$ cat src/rtl/harry_pkg.sv
// harry_pkg
// Shared definitions for the Harry sprite path. The sprite ROM decodes the
// same HARRY_* codes, so this package is the single source of truth for them.
//   - HARRY_* : 4-bit sprite select codes (0..9)
//   - anim_mode_t : animation mode of harry_anim_ctrl
//   - run_next / clamp_code : small code helpers
package harry_pkg;

  localparam logic [3:0] HARRY_STAND  = 4'd0;
  localparam logic [3:0] HARRY_JUMP   = 4'd1;
  localparam logic [3:0] HARRY_RUN1   = 4'd2;
  localparam logic [3:0] HARRY_RUN2   = 4'd3;
  localparam logic [3:0] HARRY_RUN3   = 4'd4;
  localparam logic [3:0] HARRY_RUN4   = 4'd5;
  localparam logic [3:0] HARRY_RUN5   = 4'd6;
  localparam logic [3:0] HARRY_VINE   = 4'd7;
  localparam logic [3:0] HARRY_CLIMB1 = 4'd8;
  localparam logic [3:0] HARRY_CLIMB2 = 4'd9;

  typedef enum logic [2:0] {
    MODE_STAND = 3'd0,
    MODE_RUN   = 3'd1,
    MODE_JUMP  = 3'd2,
    MODE_VINE  = 3'd3,
    MODE_CLIMB = 3'd4
  } anim_mode_t;

  // Next run frame: RUN1..RUN5 then back to RUN1.
  function automatic logic [3:0] run_next(input logic [3:0] c);
    return (c >= HARRY_RUN5) ? HARRY_RUN1 : c + 4'd1;
  endfunction

  // Any code outside 0..9 has no sprite; show the standing frame instead.
  function automatic logic [3:0] clamp_code(input logic [3:0] c);
    return (c > HARRY_CLIMB2) ? HARRY_STAND : c;
  endfunction

endpackage

$ cat src/rtl/harry_anim_ctrl_if.sv
// harry_anim_ctrl_if
// Signal bundle between the game/physics side (master) and harry_anim_ctrl
// (slave).
//   master drives : frame_tick, move_left, move_right, jump_req, grounded,
//                   on_vine, on_ladder, climb_move
//   slave drives  : harry_state[3:0], facing_left, jump_active,
//                   jump_height[JH_W-1:0], anim_mode (debug view of the FSM)
// Optional (macro HARRY_STATE_OVERRIDE_EN): master also drives dbg_sel and
// dbg_state[3:0].
//
// Handshake: there is no valid/ready pair. frame_tick is a one-Clk strobe per
// video frame; all other master signals are levels sampled only on Clk edges
// where frame_tick=1. Slave outputs are registered, change only in the Clk
// after a tick and hold otherwise (the debug override excepted).
interface harry_anim_ctrl_if #(
  parameter int JUMP_FRAMES = 32
) ();
  localparam int JH_W = $clog2(JUMP_FRAMES / 2 + 1);

  logic                   frame_tick;
  logic                   move_left;
  logic                   move_right;
  logic                   jump_req;
  logic                   grounded;
  logic                   on_vine;
  logic                   on_ladder;
  logic                   climb_move;
  logic [3:0]             harry_state;
  logic                   facing_left;
  logic                   jump_active;
  logic [JH_W-1:0]        jump_height;
  harry_pkg::anim_mode_t  anim_mode;

`ifdef HARRY_STATE_OVERRIDE_EN
  logic                   dbg_sel;
  logic [3:0]             dbg_state;

  modport master (
    output frame_tick, move_left, move_right, jump_req, grounded,
           on_vine, on_ladder, climb_move, dbg_sel, dbg_state,
    input  harry_state, facing_left, jump_active, jump_height, anim_mode
  );
  modport slave (
    input  frame_tick, move_left, move_right, jump_req, grounded,
           on_vine, on_ladder, climb_move, dbg_sel, dbg_state,
    output harry_state, facing_left, jump_active, jump_height, anim_mode
  );
`else
  modport master (
    output frame_tick, move_left, move_right, jump_req, grounded,
           on_vine, on_ladder, climb_move,
    input  harry_state, facing_left, jump_active, jump_height, anim_mode
  );
  modport slave (
    input  frame_tick, move_left, move_right, jump_req, grounded,
           on_vine, on_ladder, climb_move,
    output harry_state, facing_left, jump_active, jump_height, anim_mode
  );
`endif

endinterface

$ cat src/rtl/anim_tick_div.sv
// anim_tick_div
// Modulo-N frame-tick counter used to pace sprite steps.
//   clk, rst_n : clock, asynchronous active-low reset
//   clr        : restart the count at 0 (wins over en)
//   en         : count one tick
//   step       : combinational pulse on the counted tick that wraps N-1 -> 0
module anim_tick_div #(
  parameter int N = 4
) (
  input  logic clk,
  input  logic rst_n,
  input  logic clr,
  input  logic en,
  output logic step
);
  localparam int W = (N > 1) ? $clog2(N) : 1;
  localparam logic [W-1:0] LAST = W'(N - 1);

  logic [W-1:0] cnt_q;

  assign step = en && !clr && (cnt_q == LAST);

  always_ff @(posedge clk or negedge rst_n) begin
    if (!rst_n) begin
      cnt_q <= '0;
    end else if (clr) begin
      cnt_q <= '0;
    end else if (en) begin
      cnt_q <= (cnt_q == LAST) ? '0 : cnt_q + W'(1);
    end
  end

endmodule

$ cat src/rtl/harry_anim_ctrl.sv
// harry_anim_ctrl
// Upstream stage of the Harry sprite ROM: turns per-frame player/physics
// levels into the sprite code, a facing flag and a jump height offset.
// Everything advances only on frame_tick, so animation speed is independent
// of the Clk frequency.
//   Clk, Reset_n : clock, asynchronous active-low reset
//   bus (slave)  : inputs frame_tick, move_left, move_right, jump_req,
//                  grounded, on_vine, on_ladder, climb_move; outputs
//                  harry_state, facing_left, jump_active, jump_height,
//                  anim_mode (debug)
// Optional macro HARRY_STATE_OVERRIDE_EN: dbg_sel/dbg_state force
// harry_state on every Clk while the FSM keeps running underneath.
module harry_anim_ctrl
  import harry_pkg::*;
#(
  parameter int RUN_FRAME_DIV   = 4,
  parameter int CLIMB_FRAME_DIV = 8,
  parameter int JUMP_FRAMES     = 32
) (
  input  logic             Clk,
  input  logic             Reset_n,
  harry_anim_ctrl_if.slave bus
);
  localparam int JH_W = $clog2(JUMP_FRAMES / 2 + 1);
  localparam int J_W  = $clog2(JUMP_FRAMES);
  localparam logic [J_W-1:0] J_LAST = J_W'(JUMP_FRAMES - 1);
  localparam logic [J_W-1:0] J_HALF = J_W'(JUMP_FRAMES / 2);
  // May wrap to 0 for power-of-two lengths; the modular subtraction below
  // still yields JUMP_FRAMES - j.
  localparam logic [J_W-1:0] J_FULL = J_W'(JUMP_FRAMES);

  logic tick;
  logic move_one;
  assign tick     = bus.frame_tick;
  assign move_one = bus.move_left ^ bus.move_right;

  anim_mode_t      mode_q, mode_d;
  logic [3:0]      code_q, code_d;
  logic [J_W-1:0]  j_q, j_d;
  logic [JH_W-1:0] jh_q, jh_d;
  logic            jact_q, jact_d;
  logic            face_q, face_d;
  logic            armed_q, armed_d;
  logic            jump_go;
  logic            run_clr, run_en, run_step;
  logic            climb_clr, climb_en, climb_step;

  // Mode selection, in priority order. The jump rule is checked for any
  // non-JUMP mode, which gives VINE/CLIMB their "re-evaluate from the jump
  // rule" exit once their flag drops. A JUMP that just expired skips the
  // jump rule and falls through to run/stand.
  always_comb begin
    mode_d  = mode_q;
    jump_go = 1'b0;
    if (tick) begin
      if (bus.on_vine) begin
        mode_d = MODE_VINE;
      end else if (bus.on_ladder && mode_q != MODE_JUMP) begin
        mode_d = MODE_CLIMB;
      end else if (mode_q == MODE_JUMP && j_q != J_LAST) begin
        mode_d = MODE_JUMP;
      end else if (mode_q != MODE_JUMP && bus.jump_req && bus.grounded && armed_q) begin
        mode_d  = MODE_JUMP;
        jump_go = 1'b1;
      end else if (move_one) begin
        mode_d = MODE_RUN;
      end else begin
        mode_d = MODE_STAND;
      end
    end
  end

  // Dividers restart on entry; leaving a mode simply stops using its phase.
  assign run_clr   = tick && mode_d == MODE_RUN   && mode_q != MODE_RUN;
  assign run_en    = tick && mode_d == MODE_RUN   && mode_q == MODE_RUN;
  assign climb_clr = tick && mode_d == MODE_CLIMB && mode_q != MODE_CLIMB;
  assign climb_en  = tick && mode_d == MODE_CLIMB && mode_q == MODE_CLIMB && bus.climb_move;

  anim_tick_div #(.N(RUN_FRAME_DIV)) u_run_div (
    .clk   (Clk),
    .rst_n (Reset_n),
    .clr   (run_clr),
    .en    (run_en),
    .step  (run_step)
  );

  anim_tick_div #(.N(CLIMB_FRAME_DIV)) u_climb_div (
    .clk   (Clk),
    .rst_n (Reset_n),
    .clr   (climb_clr),
    .en    (climb_en),
    .step  (climb_step)
  );

  // Sprite code for the selected mode.
  always_comb begin
    code_d = code_q;
    if (tick) begin
      case (mode_d)
        MODE_STAND: code_d = HARRY_STAND;
        MODE_JUMP:  code_d = HARRY_JUMP;
        MODE_VINE:  code_d = HARRY_VINE;
        MODE_RUN: begin
          if (mode_q != MODE_RUN)  code_d = HARRY_RUN1;
          else if (run_step)       code_d = run_next(code_q);
        end
        MODE_CLIMB: begin
          if (mode_q != MODE_CLIMB) code_d = HARRY_CLIMB1;
          else if (climb_step)
            code_d = (code_q == HARRY_CLIMB1) ? HARRY_CLIMB2 : HARRY_CLIMB1;
        end
        default: code_d = HARRY_STAND;
      endcase
    end
  end

  // Jump counter, jump arming, facing and the jump outputs. The jump only
  // re-arms once jump_req has been seen low on a tick. Facing is frozen
  // whenever the mode being entered or held is JUMP or VINE.
  always_comb begin
    j_d     = j_q;
    armed_d = armed_q;
    face_d  = face_q;
    if (tick) begin
      if (mode_d != MODE_JUMP || jump_go) j_d = '0;
      else                                j_d = j_q + J_W'(1);
      if (jump_go)           armed_d = 1'b0;
      else if (!bus.jump_req) armed_d = 1'b1;
      if (move_one && mode_d != MODE_JUMP && mode_d != MODE_VINE)
        face_d = bus.move_left;
    end
    jact_d = (mode_d == MODE_JUMP);
    if (mode_d != MODE_JUMP)  jh_d = '0;
    else if (j_d <= J_HALF)   jh_d = JH_W'(j_d);
    else                      jh_d = JH_W'(J_FULL - j_d);
  end

  always_ff @(posedge Clk or negedge Reset_n) begin
    if (!Reset_n) begin
      mode_q  <= MODE_STAND;
      code_q  <= HARRY_STAND;
      j_q     <= '0;
      jh_q    <= '0;
      jact_q  <= 1'b0;
      face_q  <= 1'b0;
      armed_q <= 1'b1;
    end else begin
      mode_q  <= mode_d;
      code_q  <= code_d;
      j_q     <= j_d;
      jh_q    <= jh_d;
      jact_q  <= jact_d;
      face_q  <= face_d;
      armed_q <= armed_d;
    end
  end

  assign bus.facing_left = face_q;
  assign bus.jump_active = jact_q;
  assign bus.jump_height = jh_q;
  assign bus.anim_mode   = mode_q;

`ifdef HARRY_STATE_OVERRIDE_EN
  // Separate output register: follows dbg_state on every Clk while selected,
  // and otherwise tracks the FSM code, so the FSM resumes one Clk after
  // dbg_sel falls.
  logic [3:0] state_q;
  always_ff @(posedge Clk or negedge Reset_n) begin
    if (!Reset_n)         state_q <= HARRY_STAND;
    else if (bus.dbg_sel) state_q <= clamp_code(bus.dbg_state);
    else                  state_q <= code_d;
  end
  assign bus.harry_state = state_q;
`else
  assign bus.harry_state = code_q;
`endif

endmodule

$ cat src/flat_wrapper.sv
// flat-port wrapper written by rule: the top's interface ports become plain ports
module harry_anim_ctrl_flat import harry_pkg::*;
#(
  parameter int RUN_FRAME_DIV   = 4,
  parameter int CLIMB_FRAME_DIV = 8,
  parameter int JUMP_FRAMES     = 32
)
  (Clk, Reset_n, bus_frame_tick, bus_move_left, bus_move_right, bus_jump_req, bus_grounded, bus_on_vine, bus_on_ladder, bus_climb_move, bus_harry_state, bus_facing_left, bus_jump_active, bus_jump_height, bus_anim_mode);
  harry_anim_ctrl_if #(.JUMP_FRAMES(JUMP_FRAMES)) bus_i ();
  input  logic Clk;
  input  logic Reset_n;
  input wire logic [$bits(bus_i.frame_tick)-1:0] bus_frame_tick;
  input wire logic [$bits(bus_i.move_left)-1:0] bus_move_left;
  input wire logic [$bits(bus_i.move_right)-1:0] bus_move_right;
  input wire logic [$bits(bus_i.jump_req)-1:0] bus_jump_req;
  input wire logic [$bits(bus_i.grounded)-1:0] bus_grounded;
  input wire logic [$bits(bus_i.on_vine)-1:0] bus_on_vine;
  input wire logic [$bits(bus_i.on_ladder)-1:0] bus_on_ladder;
  input wire logic [$bits(bus_i.climb_move)-1:0] bus_climb_move;
  output wire logic [$bits(bus_i.harry_state)-1:0] bus_harry_state;
  output wire logic [$bits(bus_i.facing_left)-1:0] bus_facing_left;
  output wire logic [$bits(bus_i.jump_active)-1:0] bus_jump_active;
  output wire logic [$bits(bus_i.jump_height)-1:0] bus_jump_height;
  output wire logic [$bits(bus_i.anim_mode)-1:0] bus_anim_mode;
  assign bus_i.frame_tick = bus_frame_tick;
  assign bus_i.move_left = bus_move_left;
  assign bus_i.move_right = bus_move_right;
  assign bus_i.jump_req = bus_jump_req;
  assign bus_i.grounded = bus_grounded;
  assign bus_i.on_vine = bus_on_vine;
  assign bus_i.on_ladder = bus_on_ladder;
  assign bus_i.climb_move = bus_climb_move;
  assign bus_harry_state = bus_i.harry_state;
  assign bus_facing_left = bus_i.facing_left;
  assign bus_jump_active = bus_i.jump_active;
  assign bus_jump_height = bus_i.jump_height;
  assign bus_anim_mode = bus_i.anim_mode;
  harry_anim_ctrl #(.RUN_FRAME_DIV(RUN_FRAME_DIV), .CLIMB_FRAME_DIV(CLIMB_FRAME_DIV), .JUMP_FRAMES(JUMP_FRAMES)) u_core (.Clk(Clk), .Reset_n(Reset_n), .bus(bus_i));
endmodule
$ cat config.mk
export PLATFORM = sky130hd
export DESIGN_NAME = harry_anim_ctrl_flat
export DESIGN_NICKNAME = d
export VERILOG_FILES = /design/src/rtl/harry_pkg.sv /design/src/rtl/harry_anim_ctrl_if.sv /design/src/rtl/anim_tick_div.sv /design/src/rtl/harry_anim_ctrl.sv /design/src/flat_wrapper.sv
export SDC_FILE = /design/constraint.sdc
export NUM_CORES = 1
export LEC_CHECK = 0
export ABC_AREA = 1
export BUFFER_PORTS_ARGS = -buffer_cell sky130_fd_sc_hd__buf_2
export CAP_MARGIN = 40
export CORE_UTILIZATION = 32
export DETAILED_ROUTE_END_ITERATION = 8
export GPL_ROUTABILITY_DRIVEN = 1
export PLACE_DENSITY = 0.54
export SYNTH_ARGS = -nofsm -noshare
export SYNTH_HDL_FRONTEND = slang
export SYNTH_SLANG_ARGS = --single-unit
export TNS_END_PERCENT = 30
$ cat constraint.sdc
create_clock -name Clk -period 4.4 [get_ports Clk]
set_input_delay 1.32 -clock Clk [delete_from_list [all_inputs] [get_ports Clk]]
set_output_delay 1.32 -clock Clk [all_outputs]
set_load 0.05 [all_outputs]
==> results.toml <==
[sta]
maxSlewHeadroom_pct = 62.8
layout_min_cycle_time_ns = 3.00
setup_viol = 0
fin_tns_setup_ns = 0
tightest_slew_ns = 0.558
fmax_mhz = 333
rsz0062_at_grt = "false"
whs_ns = 0.494
finalHoldViolCount = 0
finalClockSkew_ns = 0.00425
post-route-period-util_pct = 68.3
slew_viol_final = 0

[final_layout]
nNetsFinal = 221
fillers = 461
antenna_cells = 0
final_cell_mix = "nand2_1, inv_1, dfrtp_1, buf_2, nor2_1"
syn2layout_area_growth_pct = 14.5
drive_above_1_share_pct = 27.9
layout_commonest_cell = "nand2_1"

[power]
pwr-share-clk_pct = 23.9
combPwrFrac_pct = 30.3
power_mw = 0.593
swShare_pct = 38.3
p_per_area_nw_per_um2 = 349
vdd_drop_max_uv = 161
p_leak_nw = 0.902
p_int_mw = 0.366
p_sw_mw = 0.227
seqPwrFrac_pct = 45.8

[drt]
routedWlPerCell_um = 11.4
drc = 0
drt_first_iter_violations = 43
drt_first_pass_iters = 4
antenna_left = 0
vias = 1163
wl_um = 2880
vias_per_cell = 4.60

[yosys]
synthAdderAreaFrac_pct = 7.59
yosysTopAreaCellShare_pct = 40.5
synth_cell_types = 30
synth_area_leader_cell = "dfrtp_1"
yosysSeqAreaShare_pct = 42.2
synth-compound-area-share_pct = 9.87
synthXorXnorAreaFrac_pct = 2.36
synth_nets = 194
ys.flop_type = "dfrtp_1"
synthTopCellsByArea = "dfrtp_1, nand2_1, ha_1, inv_1, nor2_1"
ys_seq_elements = 25
synth_top_family_by_area = "simple AND/OR/NAND/NOR gates"
syn_area_per_cell_um2 = 8.48
yosys_warnings = 0
synth_mux_area_share_pct = 0.759
netlist_instances = 175
syn_area_um2 = 1480
synth_edf_count = 0
synth-async-reset-ratio_pct = 100
synthSimpleGateAreaFrac_pct = 28.0

[setup_path]
worstSetupPathType = "in -> reg"
critPathMaxStageDelay_ns = 0.26
start_kind = "primary input"
timing.rr.start = "u_core.j_q[0]"
required_ns = 4.60
cp-end-kind = "flip-flop"
worstPathArrival_ns = 3.20
crit_slowest_cell = "buf_2"
crit_fanout = 15
startpoint = "bus_frame_tick"
worstPathCellList = "buf_2 -> inv_2 -> nor2_4 -> inv_1 -> nor3_1 -> inv_1 -> nand3_4 -> inv_4 -> a21oi_4 -> ha_1 -> nand2_2 -> nand2_2 -> o21ai_1 -> a21oi_1"
r2r_cells = 17

[grt]
gr-total-overflow = 0
grt_usage_pct = 12.9
antenna_found_initial = 0
grt_pass1_vias = 1145
grt_pass1_wl_um = 5090
grt_max_degree = 26

[cts]
post_cts_buffers = 0
root_buffer = "clkbuf_8"
cts_buffers = 3
cts_resized = 0
clock_latency_ns = 0.27
holdBufCountCts = 0
clockBufferDepth = 2
path_clk_slew_ns = 0.09
cts_tree = "built"
cts_sinks = 25
cts-htree-levels = 1

[placement]
gp_congestion = 0.776
hpwlAfterDp_um = 2260
port_buffers = 23

[status]
outcome = "finished, final reports clean"

[floorplanning]
io_pins = 24
die-area_um2 = 4910
rows = 24
initial_core_util_pct = 33.6
core-area_um2 = 4410
die_y_um = 70.1
chipWidth_um = 70.1

[worst_hold_path]
hp-class = "reg -> reg"
hold_start = "u_core.u_climb_div.cnt_q[0]"
whs_path_depth = 1

[flow_run]
maxCapViolations = 0
[registers in the layout, summed over array words and instances, names as in the netlist]
signal                    cells
u_core.bus.harry_state        4
u_core.armed_q                1
u_core.bus.jump_height        5
u_core.bus.anim_mode          3
u_core.bus.jump_active        1
u_core.u_run_div.cnt_q        2
u_core.u_climb_div.cnt_q      3
u_core.j_q                    5
u_core.bus.facing_left        1
[per-stage QoR]
step                      area, um2  cells  worst slack, ns  util [%]
after floorplan                1480    175             1.60         -
after global placement         1650    249             1.10      37.4
after detailed placement       1650    249             1.06      37.4
after CTS                      1700    253             1.35      38.5
after global routing           1700    253             1.18      38.5
final                          1700    253             1.40      38.5
[cells in the mapped netlist, types with 2 or more instances]
library cell / count
nand2_1: 31
inv_1: 28
dfrtp_1: 24
nor2_1: 17
ha_1: 9
o21ai_0: 7
o21ai_1: 7
nand2_2: 5
nand3_1: 5
nand3_2: 4
nor2_2: 4
nor2_4: 4
nor3_1: 4
inv_2: 3
nand4_1: 3
xor2_1: 3
a21oi_1: 2
o21ai_2: 2
o31ai_1: 2
[worst paths after layout]
check / to / slack [ns]
min in group asynchronous: u_core.bus.facing_left / 1.03
worst max register to register: u_core.bus.jump_height[3] / 1.84
max in group asynchronous: u_core.bus.harry_state[0] / 3.00
worst min register to register: u_core.u_climb_div.cnt_q[0] / 0.49
worst max-delay path: u_core.bus.jump_height[1] / 1.40
worst min-delay path: u_core.u_climb_div.cnt_q[0] / 0.49
[power groups by stage]
stage	Sequential [mW]	Clock, mW	Combinational, mW
2_1_floorplan	0.324	0	0.0873
6_report	0.271	0.142	0.180
3_3_place_gp	0.276	0	0.181
4_1_cts	0.271	0.150	0.182
3_5_place_dp	0.276	0	0.181
5_1_grt	0.275	0.159	0.200
[critical path, delay by kind of cell]
| kind | cells | cell delay, ns |
|---|---|---|
| buf+inv | 5 | 0.60 |
| compound gates | 3 | 0.37 |
| fa+ha+maj | 1 | 0.25 |
| simple gates | 5 | 0.66 |
[logic make-up after synthesis]
kind of cell | after synthesis
simple gates | 80
buf+inv | 33
flops | 25
compound gates | 23
fa+ha+maj | 9
xor+xnor | 4
mux | 1
[layout make-up]
class	count	area, um2	share of cell area (%)
Multi-Input combinational cell	117	721	42.4
Sequential cell	25	627	36.9
Inverter	32	123	7.22
Timing Repair Buffer	23	115	6.77
Tap cell	52	65.1	3.83
Clock buffer	3	41.3	2.43
Clock inverter	1	7.51	0.442
[routing by layer]
metal / wire [um] / up-vias / part of all wire [%] / global-route usage [%]
li1: - / 610 / - / -
met1: 1440 / 529 / 50 / 16.6
met2: 1330 / 22 / 46 / 22.5
met3: 106 / 2 / 3.7 / 2.60
met4: 8 / 0 / 0.28 / 2.00
met5: 0 / - / 0 / 0
(Power assumes the default switching activity.)
